==> config.mk <==
export PLATFORM = sky130hd
export DESIGN_NAME = pwm_capture
export DESIGN_NICKNAME = d
export VERILOG_FILES = /design/src/rtl/pwm_capture.sv
export SDC_FILE = /design/constraint.sdc
export NUM_CORES = 1
export LEC_CHECK = 0
export BUFFER_PORTS_ARGS = -buffer_cell sky130_fd_sc_hd__buf_2
export CORE_MARGIN = 5
export CORE_UTILIZATION = 35
export DETAILED_ROUTE_END_ITERATION = 7
export PLACE_DENSITY = 0.54
export SETUP_SLACK_MARGIN = 0.02
export SYNTH_ARGS = -nofsm -noshare
export SYNTH_HDL_FRONTEND = slang
export SYNTH_SLANG_ARGS = --single-unit
==> constraint.sdc <==
create_clock -name clk -period 3.7 [get_ports clk]
set_input_delay 0 -clock clk [delete_from_list [all_inputs] [get_ports clk]]
set_output_delay 0 -clock clk [all_outputs]
set_load 0.01 [all_outputs]
==> src/rtl/pwm_capture.sv <==
// PWM receiver: measures period and high time of an asynchronous PWM input in clk
// cycles and derives a 16-bit duty fraction with a restoring serial divider.
module pwm_capture #(
    parameter int CNT_W       = 32,
    parameter int TIMEOUT     = 100_000_000,
    parameter int SYNC_STAGES = 2
) (
    input  logic             clk,
    input  logic             reset,
    input  logic             pwm_in,
    output logic [CNT_W-1:0] period,
    output logic [CNT_W-1:0] high_time,
    output logic [15:0]      duty,
    output logic             meas_valid,
    output logic             overrun,
    output logic             signal_lost
);

    localparam logic [CNT_W-1:0] CNT_MAX     = '1;
    localparam logic [CNT_W-1:0] CNT_ONE     = CNT_W'(1);
    localparam logic [CNT_W-1:0] TIMEOUT_CNT = CNT_W'(TIMEOUT);

    typedef enum logic {
        ST_ARM  = 1'b0,
        ST_MEAS = 1'b1
    } state_t;

    function automatic logic [CNT_W-1:0] sat_inc(input logic [CNT_W-1:0] v);
        return (v == CNT_MAX) ? v : v + CNT_ONE;
    endfunction

    function automatic logic [15:0] duty_sat(input logic sat, input logic [15:0] q);
        return sat ? 16'hFFFF : q;
    endfunction

    logic [SYNC_STAGES-1:0] sync_q;
    logic                   pwm_p0;
    logic                   pwm_p1;
    logic                   rise;
    logic                   fall;
    logic                   timeout;
    logic [CNT_W-1:0]       cnt;
    state_t                 state_q;
    state_t                 state_d;
    logic                   latch_hi;
    logic                   start_div;
    logic                   drop_meas;
    logic [CNT_W-1:0]       hi_lat;
    logic                   div_busy;
    logic [4:0]             div_step;
    logic                   div_done;
    logic [CNT_W-1:0]       div_per;
    logic [CNT_W-1:0]       div_hi;
    logic [CNT_W:0]         div_rem;
    logic                   div_sat;
    logic [14:0]            div_q;
    logic [CNT_W:0]         rem_sh;
    logic [CNT_W:0]         rem_nxt;
    logic                   q_bit;

    // Stage p0: synchronized level; stage p1: one-cycle delay for edge detection
    always_ff @(posedge clk or posedge reset) begin
        if (reset) begin
            sync_q <= '0;
            pwm_p1 <= 1'b0;
        end else begin
            sync_q <= {sync_q[SYNC_STAGES-2:0], pwm_in};
            pwm_p1 <= pwm_p0;
        end
    end

    assign pwm_p0  = sync_q[SYNC_STAGES-1];
    assign rise    = pwm_p0 & ~pwm_p1;
    assign fall    = ~pwm_p0 & pwm_p1;
    assign timeout = (cnt == TIMEOUT_CNT) && !rise;

    always_ff @(posedge clk or posedge reset) begin
        if (reset) begin
            cnt <= '0;
        end else if (rise) begin
            cnt <= CNT_ONE;
        end else if (timeout) begin
            cnt <= '0;
        end else begin
            cnt <= sat_inc(cnt);
        end
    end

    always_ff @(posedge clk or posedge reset) begin
        if (reset) begin
            state_q <= ST_ARM;
        end else begin
            state_q <= state_d;
        end
    end

    always_comb begin
        state_d = state_q;
        if (timeout) begin
            state_d = ST_ARM;
        end else if ((state_q == ST_ARM) && rise) begin
            state_d = ST_MEAS;
        end
    end

    always_comb begin
        latch_hi  = 1'b0;
        start_div = 1'b0;
        drop_meas = 1'b0;
        if (state_q == ST_MEAS) begin
            latch_hi  = fall;
            start_div = rise & ~div_busy;
            drop_meas = rise & div_busy;
        end
    end

    always_ff @(posedge clk) begin
        if (latch_hi) begin
            hi_lat <= cnt;
        end
    end

    // Divider control: 16 iteration cycles, then one settle cycle before accepting a new load
    always_ff @(posedge clk or posedge reset) begin
        if (reset) begin
            div_busy <= 1'b0;
            div_step <= '0;
        end else if (timeout) begin
            div_busy <= 1'b0;
        end else if (start_div) begin
            div_busy <= 1'b1;
            div_step <= '0;
        end else if (div_busy) begin
            if (div_step == 5'd16) begin
                div_busy <= 1'b0;
            end
            div_step <= div_step + 5'd1;
        end
    end

    assign div_done = div_busy && (div_step == 5'd15) && !timeout;
    assign rem_sh   = div_rem << 1;
    assign q_bit    = rem_sh >= {1'b0, div_per};
    assign rem_nxt  = q_bit ? (rem_sh - {1'b0, div_per}) : rem_sh;

    always_ff @(posedge clk) begin
        if (start_div) begin
            div_per <= cnt;
            div_hi  <= hi_lat;
            div_rem <= {1'b0, hi_lat};
            div_sat <= hi_lat >= cnt;
            div_q   <= '0;
        end else if (div_busy && !div_step[4]) begin
            div_rem <= rem_nxt;
            div_q   <= {div_q[13:0], q_bit};
        end
    end

    // Output stage: final quotient bit folds straight into duty on the last iteration
    always_ff @(posedge clk or posedge reset) begin
        if (reset) begin
            period      <= '0;
            high_time   <= '0;
            duty        <= '0;
            meas_valid  <= 1'b0;
            overrun     <= 1'b0;
            signal_lost <= 1'b0;
        end else begin
            meas_valid <= 1'b0;
            overrun    <= drop_meas;
            if (timeout) begin
                signal_lost <= 1'b1;
                period      <= '0;
                high_time   <= '0;
                duty        <= pwm_p0 ? 16'hFFFF : 16'h0000;
            end else if (div_done) begin
                period      <= div_per;
                high_time   <= div_hi;
                duty        <= duty_sat(div_sat, {div_q, q_bit});
                meas_valid  <= 1'b1;
                signal_lost <= 1'b0;
            end
        end
    end

endmodule

==> summary.md <==
| Metric | Value |
|---|---|
| Largest vdd supply drop | 0.332 mV |
| Drt wl/cell | 17.9 um |
| # setup viols final | 0 |
| Relative slew slack | a little over a third |
| Final WS setup | 479 ps |
| I/O Pins | 86 |
| Setup CP Type | flop to flop |
| Syn_nets | around 1400 |
| Chip Width | 204 um |
| Post-route DRC | 0 |
| Leak Pwr | between 6 and 7 nW |
| TritonCTS clock tree | done |
| Setup TNS | 0 ps |
| Max Clock Freq | about 0.31 GHz |
| Hold path startpoint | pwm_in |
| WP buf/inv | 2 |
| Pre-Repair DR Iteration Count | 5 |
| Synth unique cells | 65 |
| Post-CTS Setup Repair Bufs | 0 |
| Post-placement cell count | ~1900 |
| Buffers on Ports | 85 |
| Status | finished clean |
| Starting DRT DRC Count | 681 |
| Row cnt | 71 |
| Clock Skews | ~21 ps |
| Post-layout min period | ~3200 ps |
| Clk_lat worst skew | 560 ps |
| Worst Hold Class | primary input to flop |
| Routed Antenna Nets | 0 |
| Final period util | 87.1% |
| Syn avg cell area | 10.0 um^2 |
| Worst R2R End | div_rem[2] |
| Vias in the first global route | a little under 10000 |
| Hold Fails Final Rpt | 0 |
| Post-DP HPWL | between 20000 and 25000 um |
| Post-layout util | a little over 40% |
| R2R Setup Slk | 480 ps |
| Synth Instances | between 1000 and 1500 |
| Register area share after synthesis | between 50% and 60% |
| Height of the die | between 200 and 250 um |
| Gp weighted congestion | about 0.88 |
| Nets | roughly 1500 |
| Int Power | 7.72 mW |
| Seq pwr share | between 30% and 40% |
| Critical path's slowest cell | and2_1 |
| Post-synthesis cell area | roughly 13000 um^2 |
| Top delay family on crit path | simple AND/OR/NAND/NOR gates |
| Antenna Cells | 0 |
| Combinational Power Share | 36.0% |
| Pins over their slew limit | 0 |
| Synth Flop Type | edfxtp_1 |
| CP required | approximately 4000 ps |
| Total number of vias | roughly 10000 |
| Initial antenna violation count | 0 |
| Clock Path Buffers | 3 |
| First-pass GRT wire length | between 50000 and 60000 um |
| Clock root buffer | clkbuf_16 |
| Core area | between 30000 and 40000 um^2 |
| Max-cap violations | 0 |
| Via density | approximately 5 |
| Clock network fraction of total power | about a quarter |
| Routed WL | 34600 um |
| CTS clk-pin slew, worst paths | approximately 60 ps |
| Full die area | ~42000 um^2 |
| P&R area growth vs syn | 16.0% |
| Fin Hold WS | around 85 ps |
| #FFs+latches synth | 269 |
| Critical Path, Cell by Cell | inv_1 -> ha_1 -> a21o_1 -> a21o_1 -> a21oi_1 -> a21oi_1 -> nor4_1 -> and2_1 -> buf_4 -> nand2_1 -> a31oi_1 |
| Clk sinks | approximately 270 |
| Starting Density | around a third |
| Worst EP arrival | around 3600 ps |
| Hold endpoint | sync_q[0] |
| Number of synthesized flops with an enable pin | between 100 and 150 |
| Yosys warning total | 0 |
| Sw Share | around 35% |
| Worst Hold Path Cells | 2 |
| Crit path launch type | flop |
| Max FO, Critical Path | 13 |
| Pwr dens | 780 nW/um^2 |
| R2R depth | 11 |
| GRT overflow | 0 |
| Actual slew at the worst max-slew pin | between 900 and 1000 ps |
| Final std cells w/o fill | between 1500 and 2000 |
| RR Startpoint | div_per[26] |
| Crit-path max cell delay | just under 500 ps |
| Post-synth ARST share | between 40% and 50% |
| Net switching power figure | ~4.2 mW |
| CTS H-tree depth | 1 |
| All-layer global routing usage | between 10% and 20% |
| Worst slack, placed | 511 ps |
| Total CTS buffers | 30 |
| Layout cells sized above 1 | 12.2% |
| RSZ-0062 raised after global routing | false |
| Pin count of the biggest net entering global routing | slightly above 100 |
| CP endpoint kind | flop |
[kinds of logic after synthesis]
logic type               after synthesis  synth area share [%]
AO/OA/AOI/OAI                        307                  13.7
XOR/XNOR                              50                  3.31
adder cells (fa/ha/maj)               70                  6.68
buffers and inverters                148                  4.38
flip-flops                           269                  55.2
multiplexers                           2                 0.151
AND/OR/NAND/NOR                      475                  16.6
[repair_timing]
action                    CTS  global route
gates resized for setup     0             0
hold buffers                2             0
hold endpoints to repair  100             0
[final cells by class]
cell class	count	area, um^2
Timing Repair Buffer	111	663
Multi-Input combinational cell	904	5360
Fill cell	3711	22200
Clock buffer	43	882
Tap cell	511	639
Inverter	82	314
Sequential cell	269	7300
Clock inverter	13	174
[Yosys cell counts (13+ instances only)]
library cell | n | area [um^2]
nand2_1 | 174 | 653
a21oi_1 | 152 | 761
edfxtp_1 | 129 | 3870
dfrtp_1 | 125 | 3130
nand3_1 | 97 | 485
nor2_1 | 97 | 364
inv_1 | 82 | 308
ha_1 | 69 | 863
o21ai_0 | 48 | 240
clkbuf_1 | 45 | 169
xnor2_1 | 44 | 385
a21o_1 | 36 | 270
nor3_1 | 21 | 105
nand4_1 | 20 | 125
a31oi_1 | 19 | 119
dfxtp_1 | 15 | 300
nand2b_1 | 13 | 81.3
[cell usage in the layout (no fill, tap or decap), drive strengths merged, types with 15 or more instances in the layout]
cell,netlist,layout
ha,69,69
nand3,97,97
clkbuf,46,43
o21ai,49,49
dfrtp,125,125
a21oi,153,153
dfxtp,15,15
a21o,36,36
nand4,20,20
nor2,97,97
nand2,174,174
inv,82,82
a31oi,19,19
xnor2,44,44
buf,20,109
edfxtp,129,129
nor3,21,21
[sequential cells by signal, summed over array words and instances (netlist names)]
signal / count
signal_lost: 1
div_hi: 32
div_per: 32
overrun: 1
meas_valid: 1
div_busy: 1
cnt: 32
period: 32
div_rem: 32
sync_q: 2
div_q: 15
div_sat: 1
duty: 16
div_step: 5
high_time: 32
pwm_p1: 1
state_q: 1
hi_lat: 32
[worst max path at each step]
stage                     start     endpoint  slack (ps)  cells past startpoint
finish              div_per[26]   div_rem[2]         480                     11
global route        div_per[26]  div_rem[19]         190                     11
CTS                   sync_q[1]  div_rem[25]         510                      8
detailed placement    sync_q[1]  div_rem[25]         510                      8
global placement      sync_q[1]  div_rem[25]         470                      8
floorplan                 reset       cnt[0]         370                      1
[metrics by stage]
step                      instance area, um^2  total power, mW
final                                   15300             12.0
after global routing                    15300             12.8
after CTS                               15300             12.1
after detailed placement                14300             8.88
after global placement                  14300             8.83
after floorplan                         13200             7.57
[power groups by stage]
| stage | registers [mW] | clock network, mW | logic, mW |
|---|---|---|---|
| 2_1_floorplan | 4.61 | 0 | 2.96 |
| 3_3_place_gp | 4.57 | 0 | 4.26 |
| 3_5_place_dp | 4.57 | 0 | 4.31 |
| 4_1_cts | 4.52 | 3.22 | 4.34 |
| 5_1_grt | 4.61 | 3.36 | 4.83 |
| 6_report | 4.51 | 3.15 | 4.31 |
[per-layer routing]
layer  GRT usage [%]  vias up  share of wire [%]
met5               0        -                  0
met3            2.51       52                5.0
met1            23.7     4811                 47
met4            4.02        0                2.5
li1                -     4816                  -
met2            26.4      223                 46
(Power assumes the default switching activity.)
